[src/rtl/bomb_pkg.sv]
// Shared constants, FSM encoding and a grid helper for the bomb scheduler.
// Cell states are 2-bit codes; playable coordinates are 1..8 on a 10-wide map.
package bomb_pkg;

    localparam logic [1:0] BOMB_NONE    = 2'd0;
    localparam logic [1:0] BOMB_ARMED   = 2'd1;
    localparam logic [1:0] BOMB_FUSE    = 2'd2;
    localparam logic [1:0] BOMB_EXPLODE = 2'd3;

    localparam int GRID_MIN   = 1;
    localparam int GRID_MAX   = 8;
    localparam int ROW_STRIDE = 10;
    localparam int GRID_CELLS = 64;

    typedef enum logic {
        IDLE = 1'b0,
        SCAN = 1'b1
    } sched_state_e;

    function automatic logic in_grid(input logic [3:0] v);
        return (int'(v) >= GRID_MIN) && (int'(v) <= GRID_MAX);
    endfunction

endpackage

[src/rtl/bomb_scheduler_if.sv]
// Player request / map output bundle between the scheduler and the rest of the game.
interface bomb_scheduler_if #(
    parameter int CNT_W = 2
);
    import bomb_pkg::*;

    // Requests are fire-and-forget one-cycle pulses with no ready: the scheduler
    // always captures them, and acceptance is reported only by o_placedA/o_placedB.
    logic             i_placeA;
    logic             i_placeB;
    logic [3:0]       playerAx;
    logic [3:0]       playerAy;
    logic [3:0]       playerBx;
    logic [3:0]       playerBy;
    logic [1:0]       game_state;

    logic [99:0]      o_bombMap_0;
    logic [99:0]      o_bombMap_1;
    logic             o_expl_valid;
    logic [3:0]       o_expl_x;
    logic [3:0]       o_expl_y;
    logic             o_expl_owner;
    logic             o_placedA;
    logic             o_placedB;
    logic [CNT_W-1:0] o_countA;
    logic [CNT_W-1:0] o_countB;
    logic             o_busy;
    sched_state_e     dbg_state;

    modport master (
        output i_placeA, i_placeB, playerAx, playerAy, playerBx, playerBy, game_state,
        input  o_bombMap_0, o_bombMap_1, o_expl_valid, o_expl_x, o_expl_y, o_expl_owner,
        input  o_placedA, o_placedB, o_countA, o_countB, o_busy, dbg_state
    );

    modport slave (
        input  i_placeA, i_placeB, playerAx, playerAy, playerBx, playerBy, game_state,
        output o_bombMap_0, o_bombMap_1, o_expl_valid, o_expl_x, o_expl_y, o_expl_owner,
        output o_placedA, o_placedB, o_countA, o_countB, o_busy, dbg_state
    );

endinterface

[src/rtl/bomb_tick_gen.sv]
// Game tick divider: one-cycle tick every TICK_DIV enabled cycles; holds while disabled.
module bomb_tick_gen #(
    parameter int TICK_DIV = 100000000
) (
    input  logic clk,
    input  logic rst,
    input  logic enable,
    output logic tick
);

    localparam int            CW   = $clog2(TICK_DIV);
    localparam logic [CW-1:0] LAST = CW'(TICK_DIV - 1);

    logic [CW-1:0] cnt_q;
    logic [CW-1:0] cnt_d;

    always_comb begin
        cnt_d = cnt_q;
        if (enable) begin
            cnt_d = (cnt_q == LAST) ? '0 : cnt_q + CW'(1);
        end
    end

    assign tick = enable && (cnt_q == LAST);

    always_ff @(posedge clk or negedge rst) begin
        if (!rst) begin
            cnt_q <= '0;
        end else begin
            cnt_q <= cnt_d;
        end
    end

endmodule

[src/rtl/bomb_scheduler.sv]
// Owns the bomb map: arbitrates A/B placements, enforces the live-bomb limit and
// runs a 64-cycle aging scan on every game tick, strobing each explosion.
module bomb_scheduler
    import bomb_pkg::*;
#(
    parameter int TICK_DIV  = 100000000,
    parameter int MAX_BOMBS = 2,
    parameter int CNT_W     = 2
) (
    input logic             clk,
    input logic             rst,
    bomb_scheduler_if.slave bus
);

    localparam logic [CNT_W-1:0] MAX_CNT = CNT_W'(MAX_BOMBS);
    localparam logic [CNT_W-1:0] CNT_ONE = CNT_W'(1);

    sched_state_e     state_q, state_d;
    logic [5:0]       scan_q, scan_d;
    logic [63:0][1:0] cell_q, cell_d;
    logic [63:0]      owner_q, owner_d;
    logic [CNT_W-1:0] cnt_a_q, cnt_a_d, cnt_b_q, cnt_b_d;
    logic             pend_a_q, pend_a_d, pend_b_q, pend_b_d;
    logic [3:0]       ax_q, ax_d, ay_q, ay_d, bx_q, bx_d, by_q, by_d;
    logic             prio_q, prio_d;
    logic             placed_a_q, placed_a_d, placed_b_q, placed_b_d;
    logic             expl_valid_q, expl_valid_d;
    logic             expl_owner_q, expl_owner_d;
    logic [3:0]       expl_x_q, expl_x_d, expl_y_q, expl_y_d;

    logic             tick;
    logic             running;
    logic             svc_a, svc_b, grant;
    logic [3:0]       req_x, req_y;
    logic [5:0]       req_idx;
    logic [CNT_W-1:0] req_cnt;
    logic [99:0]      map0, map1;

    assign running = (bus.game_state == 2'd0);

    bomb_tick_gen #(
        .TICK_DIV(TICK_DIV)
    ) u_tick (
        .clk   (clk),
        .rst   (rst),
        .enable(running),
        .tick  (tick)
    );

    always_comb begin
        state_d      = state_q;
        scan_d       = scan_q;
        cell_d       = cell_q;
        owner_d      = owner_q;
        cnt_a_d      = cnt_a_q;
        cnt_b_d      = cnt_b_q;
        pend_a_d     = pend_a_q;
        pend_b_d     = pend_b_q;
        ax_d         = ax_q;
        ay_d         = ay_q;
        bx_d         = bx_q;
        by_d         = by_q;
        prio_d       = prio_q;
        placed_a_d   = 1'b0;
        placed_b_d   = 1'b0;
        expl_valid_d = 1'b0;
        expl_x_d     = expl_x_q;
        expl_y_d     = expl_y_q;
        expl_owner_d = expl_owner_q;
        svc_a        = 1'b0;
        svc_b        = 1'b0;

        case (state_q)
            IDLE: begin
                // A tick pre-empts placement for this cycle; pending requests wait.
                if (tick) begin
                    state_d = SCAN;
                    scan_d  = '0;
                end else if (running) begin
                    if (pend_a_q && pend_b_q) begin
                        svc_a  = ~prio_q;
                        svc_b  = prio_q;
                        prio_d = ~prio_q;
                    end else begin
                        svc_a = pend_a_q;
                        svc_b = pend_b_q;
                    end
                end
            end
            SCAN: begin
                case (cell_q[scan_q])
                    BOMB_ARMED: cell_d[scan_q] = BOMB_FUSE;
                    BOMB_FUSE:  cell_d[scan_q] = BOMB_EXPLODE;
                    BOMB_EXPLODE: begin
                        cell_d[scan_q] = BOMB_NONE;
                        expl_valid_d   = 1'b1;
                        expl_x_d       = {1'b0, scan_q[5:3]} + 4'd1;
                        expl_y_d       = {1'b0, scan_q[2:0]} + 4'd1;
                        expl_owner_d   = owner_q[scan_q];
                        if (owner_q[scan_q]) begin
                            if (cnt_b_q != '0) cnt_b_d = cnt_b_q - CNT_ONE;
                        end else begin
                            if (cnt_a_q != '0) cnt_a_d = cnt_a_q - CNT_ONE;
                        end
                    end
                    default: ;
                endcase
                if (scan_q == 6'd63) begin
                    state_d = IDLE;
                end else begin
                    scan_d = scan_q + 6'd1;
                end
            end
            default: state_d = IDLE;
        endcase

        // Placement for whichever player was serviced this cycle (at most one).
        req_x   = svc_b ? bx_q : ax_q;
        req_y   = svc_b ? by_q : ay_q;
        req_cnt = svc_b ? cnt_b_q : cnt_a_q;
        req_idx = {req_x[2:0] - 3'd1, req_y[2:0] - 3'd1};
        grant   = (svc_a || svc_b) && in_grid(req_x) && in_grid(req_y) &&
                  (cell_q[req_idx] == BOMB_NONE) && (req_cnt < MAX_CNT);

        if (svc_a) pend_a_d = 1'b0;
        if (svc_b) pend_b_d = 1'b0;
        if (grant) begin
            cell_d[req_idx]  = BOMB_ARMED;
            owner_d[req_idx] = svc_b;
            if (svc_b) begin
                cnt_b_d    = cnt_b_q + CNT_ONE;
                placed_b_d = 1'b1;
            end else begin
                cnt_a_d    = cnt_a_q + CNT_ONE;
                placed_a_d = 1'b1;
            end
        end

        // A fresh pulse wins over a service clear on the same edge.
        if (!running) begin
            pend_a_d = 1'b0;
            pend_b_d = 1'b0;
        end else begin
            if (bus.i_placeA) begin
                pend_a_d = 1'b1;
                ax_d     = bus.playerAx;
                ay_d     = bus.playerAy;
            end
            if (bus.i_placeB) begin
                pend_b_d = 1'b1;
                bx_d     = bus.playerBx;
                by_d     = bus.playerBy;
            end
        end
    end

    always_ff @(posedge clk or negedge rst) begin
        if (!rst) begin
            state_q      <= IDLE;
            scan_q       <= '0;
            cell_q       <= '0;
            owner_q      <= '0;
            cnt_a_q      <= '0;
            cnt_b_q      <= '0;
            pend_a_q     <= 1'b0;
            pend_b_q     <= 1'b0;
            ax_q         <= '0;
            ay_q         <= '0;
            bx_q         <= '0;
            by_q         <= '0;
            prio_q       <= 1'b0;
            placed_a_q   <= 1'b0;
            placed_b_q   <= 1'b0;
            expl_valid_q <= 1'b0;
            expl_x_q     <= '0;
            expl_y_q     <= '0;
            expl_owner_q <= 1'b0;
        end else begin
            state_q      <= state_d;
            scan_q       <= scan_d;
            cell_q       <= cell_d;
            owner_q      <= owner_d;
            cnt_a_q      <= cnt_a_d;
            cnt_b_q      <= cnt_b_d;
            pend_a_q     <= pend_a_d;
            pend_b_q     <= pend_b_d;
            ax_q         <= ax_d;
            ay_q         <= ay_d;
            bx_q         <= bx_d;
            by_q         <= by_d;
            prio_q       <= prio_d;
            placed_a_q   <= placed_a_d;
            placed_b_q   <= placed_b_d;
            expl_valid_q <= expl_valid_d;
            expl_x_q     <= expl_x_d;
            expl_y_q     <= expl_y_d;
            expl_owner_q <= expl_owner_d;
        end
    end

    // Scatter the 64 stored cells onto the 10x10 map; border cells stay 0.
    always_comb begin
        map0 = '0;
        map1 = '0;
        for (int x = GRID_MIN; x <= GRID_MAX; x++) begin
            for (int y = GRID_MIN; y <= GRID_MAX; y++) begin
                map0[ROW_STRIDE*x + y] = cell_q[(x-1)*8 + (y-1)][0];
                map1[ROW_STRIDE*x + y] = cell_q[(x-1)*8 + (y-1)][1];
            end
        end
    end

    assign bus.o_bombMap_0  = map0;
    assign bus.o_bombMap_1  = map1;
    assign bus.o_expl_valid = expl_valid_q;
    assign bus.o_expl_x     = expl_x_q;
    assign bus.o_expl_y     = expl_y_q;
    assign bus.o_expl_owner = expl_owner_q;
    assign bus.o_placedA    = placed_a_q;
    assign bus.o_placedB    = placed_b_q;
    assign bus.o_countA     = cnt_a_q;
    assign bus.o_countB     = cnt_b_q;
    assign bus.o_busy       = (state_q == SCAN);
    assign bus.dbg_state    = state_q;

endmodule

[src/flat_wrapper.sv]
// flat-port wrapper written by rule: the top's interface ports become plain ports
module bomb_scheduler_flat import bomb_pkg::*;
#(
    parameter int TICK_DIV  = 100000000,
    parameter int MAX_BOMBS = 2,
    parameter int CNT_W     = 2
)
  (clk, rst, bus_i_placeA, bus_i_placeB, bus_playerAx, bus_playerAy, bus_playerBx, bus_playerBy, bus_game_state, bus_o_bombMap_0, bus_o_bombMap_1, bus_o_expl_valid, bus_o_expl_x, bus_o_expl_y, bus_o_expl_owner, bus_o_placedA, bus_o_placedB, bus_o_countA, bus_o_countB, bus_o_busy, bus_dbg_state);
  bomb_scheduler_if #(.CNT_W(CNT_W)) bus_i ();
  input logic clk;
  input logic rst;
  input wire logic [$bits(bus_i.i_placeA)-1:0] bus_i_placeA;
  input wire logic [$bits(bus_i.i_placeB)-1:0] bus_i_placeB;
  input wire logic [$bits(bus_i.playerAx)-1:0] bus_playerAx;
  input wire logic [$bits(bus_i.playerAy)-1:0] bus_playerAy;
  input wire logic [$bits(bus_i.playerBx)-1:0] bus_playerBx;
  input wire logic [$bits(bus_i.playerBy)-1:0] bus_playerBy;
  input wire logic [$bits(bus_i.game_state)-1:0] bus_game_state;
  output wire logic [$bits(bus_i.o_bombMap_0)-1:0] bus_o_bombMap_0;
  output wire logic [$bits(bus_i.o_bombMap_1)-1:0] bus_o_bombMap_1;
  output wire logic [$bits(bus_i.o_expl_valid)-1:0] bus_o_expl_valid;
  output wire logic [$bits(bus_i.o_expl_x)-1:0] bus_o_expl_x;
  output wire logic [$bits(bus_i.o_expl_y)-1:0] bus_o_expl_y;
  output wire logic [$bits(bus_i.o_expl_owner)-1:0] bus_o_expl_owner;
  output wire logic [$bits(bus_i.o_placedA)-1:0] bus_o_placedA;
  output wire logic [$bits(bus_i.o_placedB)-1:0] bus_o_placedB;
  output wire logic [$bits(bus_i.o_countA)-1:0] bus_o_countA;
  output wire logic [$bits(bus_i.o_countB)-1:0] bus_o_countB;
  output wire logic [$bits(bus_i.o_busy)-1:0] bus_o_busy;
  output wire logic [$bits(bus_i.dbg_state)-1:0] bus_dbg_state;
  assign bus_i.i_placeA = bus_i_placeA;
  assign bus_i.i_placeB = bus_i_placeB;
  assign bus_i.playerAx = bus_playerAx;
  assign bus_i.playerAy = bus_playerAy;
  assign bus_i.playerBx = bus_playerBx;
  assign bus_i.playerBy = bus_playerBy;
  assign bus_i.game_state = bus_game_state;
  assign bus_o_bombMap_0 = bus_i.o_bombMap_0;
  assign bus_o_bombMap_1 = bus_i.o_bombMap_1;
  assign bus_o_expl_valid = bus_i.o_expl_valid;
  assign bus_o_expl_x = bus_i.o_expl_x;
  assign bus_o_expl_y = bus_i.o_expl_y;
  assign bus_o_expl_owner = bus_i.o_expl_owner;
  assign bus_o_placedA = bus_i.o_placedA;
  assign bus_o_placedB = bus_i.o_placedB;
  assign bus_o_countA = bus_i.o_countA;
  assign bus_o_countB = bus_i.o_countB;
  assign bus_o_busy = bus_i.o_busy;
  assign bus_dbg_state = bus_i.dbg_state;
  bomb_scheduler #(.TICK_DIV(TICK_DIV), .MAX_BOMBS(MAX_BOMBS), .CNT_W(CNT_W)) u_core (.clk(clk), .rst(rst), .bus(bus_i));
endmodule
[config.mk]
export PLATFORM = sky130hd
export DESIGN_NAME = bomb_scheduler_flat
export DESIGN_NICKNAME = d
export VERILOG_FILES = /design/src/rtl/bomb_pkg.sv /design/src/rtl/bomb_scheduler_if.sv /design/src/rtl/bomb_tick_gen.sv /design/src/rtl/bomb_scheduler.sv /design/src/flat_wrapper.sv
export SDC_FILE = /design/constraint.sdc
export NUM_CORES = 1
export LEC_CHECK = 0
export ABC_AREA = 1
export ABC_CLOCK_PERIOD_IN_PS = 6700
export BUFFER_PORTS_ARGS = -buffer_cell sky130_fd_sc_hd__buf_2
export CORE_ASPECT_RATIO = 2
export CORE_MARGIN = 2
export CORE_UTILIZATION = 60
export CTS_CLUSTER_SIZE = 25
export DETAILED_ROUTE_END_ITERATION = 12
export PLACE_DENSITY = 0.83
export SLEW_MARGIN = 20
export SYNTH_ARGS = -nofsm -noshare
export SYNTH_HDL_FRONTEND = slang
export SYNTH_SLANG_ARGS = --single-unit
[constraint.sdc]
create_clock -name clk -period 6.7 [get_ports clk]
set_input_delay 0.335 -clock clk [delete_from_list [all_inputs] [get_ports clk]]
set_output_delay 0.335 -clock clk [all_outputs]
set_load 0.01 [all_outputs]
==> impl_metrics.py <==
metrics = {
    "outcome": {
        "status": "finished clean",
    },
    "setup_path": {
        "cp_common_cell": "inv_1",
        "crit_slowest_cell": "o41ai_1",
        "cp_cell_sequence": "inv_1 -> nand3_1 -> inv_1 -> nand2_1 -> o21ai_0 -> o41ai_1 -> nand4_1 -> nor2_2 -> nor2_1 -> inv_1 -> nor2_1 -> o21ai_0 -> nand2_1",
        "worstSetupPathType": "register to register",
        "end_kind": "register",
        "start_kind": "register",
        "cp_slowest_stage_delay_ns": 0.94,
        "cp.required_ns": 7.13,
        "arrival_ns": 6.16,
        "path_max_fanout": 14,
    },
    "clock_network": {
        "cts_tree": "done",
        "postCtsSetupBuffers": 0,
        "insertion_delay_ns": 0.56,
        "cts_num_sinks": 261,
        "cts_hold_buf": 1,
        "post_cts_resized": 0,
        "clockRootBuffer": "clkbuf_16",
        "cts_buffers": 25,
        "clockBufferDepth": 3,
        "htreeDepth": 1,
        "clk_pin_slew_worst_paths_ns": 0.07,
    },
    "yosys": {
        "yosysUniqueCellTypes": 55,
        "yosys_register_bits": 261,
        "ys_seq_area_share_pct": 41.0,
        "synth.most_common_cell": "nand2_1",
        "avgSynthCellArea_um2": 7.26,
        "yosys_warnings": 0,
        "synth_top_area_share_pct": 41.0,
        "syn_area_um2": 15900,
        "syn_inst": 2194,
        "synth_ff_type": "dfrtp_1",
        "synth_top_cell_by_area": "dfrtp_1",
        "synthArstFlopShare_pct": 100,
        "netlist_top_cells_count": "nand2_1, dfrtp_1, nor2_1, nand3_1, inv_1",
        "synthTopCellsByArea": "dfrtp_1, nand2_1, nand3_1",
        "synth_edf_count": 0,
    },
    "floorplan": {
        "die_h_um": 234,
        "die_w_um": 119,
        "fp.dieArea_um2": 27900,
        "start_util_pct": 60.9,
        "rows": 84,
        "core-area_um2": 26200,
        "ios": 240,
    },
    "timing": {
        "setup_viol": 0,
        "setup_tns_ns": 0,
        "rsz0062_at_grt": "no",
        "fmax_ghz": 0.174,
        "min_period_ns": 5.73,
        "period_share_pct": 85.6,
        "relSlewSlack_pct": 21.8,
        "tightest_slew_ns": 1.17,
        "holdWs_ns": 0.00787,
        "fin_ws_ns": 0.968,
        "finalHoldViolCount": 0,
        "drv_slew": 0,
        "fin_skew_ns": 0.0184,
    },
    "routing": {
        "vias_per_cell": 6.30,
        "drt_pre_antenna_iters": 6,
        "wl_um": 66800,
        "vias": 16900,
        "postRouteAntennaNets": 0,
        "remaining_drc_errors": 0,
        "first_iter_violations": 2034,
        "wire_per_inst_um": 24.9,
    },
    "layout": {
        "drive_above_1_share_pct": 13.7,
        "final_nets": 2359,
        "seqCellArea_um2": 6530,
        "fin_area_um2": 17600,
        "utilization_pct": 67.2,
        "final_cells": 2686,
        "area_growth_pct": 10.4,
        "multiInputGateArea_um2": 7870,
        "fillCellCount": 2271,
        "diodes": 0,
    },
    "global_routing": {
        "antenna_found_initial": 0,
        "use_met3_pct": 11.1,
        "grt-busiest-layer": "met2",
        "grt_pass1_wl_um": 98300,
        "grt_use_met1_pct": 51.4,
        "overflow": 0,
        "grt_pass1_vias": 16200,
        "grtUsageMet2_pct": 76.1,
        "grt_start_max_net_pins": 166,
        "track_usage_pct": 47.2,
    },
    "placement": {
        "dpl.hpwl_um": 47900,
        "placed_cell_area_um2": 16700,
        "portBuffers": 167,
        "gp_congestion": 1.09,
        "post-place-cells": 2642,
        "pre_cts_ws_ns": 1.49,
    },
    "power_and_ir_drop": {
        "power_mw": 3.86,
        "power.density_nw_per_um2": 219,
        "ir_drop_v": 0.000207,
        "power.leakage_nw": 8.58,
    },
    "min_path": {
        "worstHoldPathType": "input pin to register",
    },
    "job": {
        "maxCapViolCount": 0,
    },
}
## placed cells by master, fill, tap and decap left out, types with 7 or more instances in the layout
cell type,netlist,routed
nand2_2,6,7
a22oi_1,26,26
nand3_2,41,41
clkbuf_16,0,25
inv_1,186,186
nand4_1,27,27
nor2_1,213,213
o21ai_1,16,15
buf_2,26,166
ha_1,11,11
a221oi_1,12,12
conb_1,1,72
o22ai_1,15,15
xor2_1,7,7
a21oi_1,52,52
nor3_1,25,25
o21a_1,27,27
nand2_1,677,676
dfrtp_1,261,261
mux2_2,10,10
o21ai_0,132,132
mux2i_1,9,9
nand3_1,199,199
buf_4,77,35
inv_2,7,7
## flip-flops by register name (all words and copies together) (netlist names)
signal,cells
u_core.bus.o_bombMap_0,64
u_core.ay_q,4
u_core.bus.o_expl_owner,1
u_core.scan_q,6
u_core.bus.o_countA,2
u_core.u_tick.cnt_q,27
u_core.ax_q,4
u_core.bus.o_placedB,1
u_core.pend_b_q,1
u_core.bus.o_expl_y,4
u_core.bus.dbg_state,1
u_core.bus.o_placedA,1
u_core.bus.o_expl_x,4
u_core.bx_q,4
u_core.bus.o_bombMap_1,64
u_core.bus.o_countB,2
u_core.prio_q,1
u_core.by_q,4
u_core.owner_q,64
u_core.pend_a_q,1
u_core.bus.o_expl_valid,1
## cells by family after synthesis
group | after synthesis | share of synthesized area (%)
simple gates | 1207 | 32.9
other cells | 1 | 0.0235
buf+inv | 368 | 11.4
fa+ha+maj | 11 | 0.864
xor+xnor | 9 | 0.495
flops | 261 | 41.0
mux | 19 | 1.27
compound gates | 318 | 12.1
## area by class of cell
cell class / count / area share, %
clock inverters: 7 / 0.562
multi-input cells: 1636 / 44.7
inverters: 195 / 4.16
flip-flops and latches: 261 / 37.1
clock buffers: 36 / 4.13
well taps: 344 / 2.45
repair buffers: 207 / 6.82
## critical path: cells and delay by family, from the launching register on
kind / cells / cell delay (ns)
buffers and inverters: 3 / 1.04
and+or+nand+nor: 7 / 2.74
AOI/OAI and AO/OA: 3 / 1.31
DFF: 1 / 0.49
## metal layers
metal	vias to the layer above	part of all wire, %	wire length, um
li1	7290	-	-
met1	7828	32	21300
met2	1362	46	30800
met3	454	11	7140
met4	0	11	7550
met5	-	0	0
## path summary, 6_finish.rpt
kind	startpoint	end	slack, ns	cells after the start
setup / recovery	u_core.scan_q[0]$_DFFE_PN0P_	u_core.bus.o_bombMap_0[64]$_DFF_PN0_	0.97	13
hold / removal	bus_playerAy[1]	u_core.ay_q[1]$_DFFE_PN0P_	0.008	2
setup reg to reg	u_core.scan_q[0]$_DFFE_PN0P_	u_core.bus.o_bombMap_0[64]$_DFF_PN0_	0.97	13
hold reg to reg	u_core.owner_q[33]$_DFFE_PN0P_	u_core.owner_q[33]$_DFFE_PN0P_	0.47	2
max in group asynchronous	rst	u_core.bus.o_bombMap_1[54]$_DFF_PN0_	4.79	3
min in group asynchronous	rst	u_core.bus.o_countA[1]$_DFF_PN0_	0.37	2
## where the power goes
| group | switching, mW | internal, mW | total, mW |
|---|---|---|---|
| Combinational | 0.567 | 0.152 | 0.718 |
| Clock | 0.666 | 0.831 | 1.50 |
| Sequential | 0.0278 | 1.61 | 1.64 |
No activity file was read; power rests on OpenSTA's default activity.
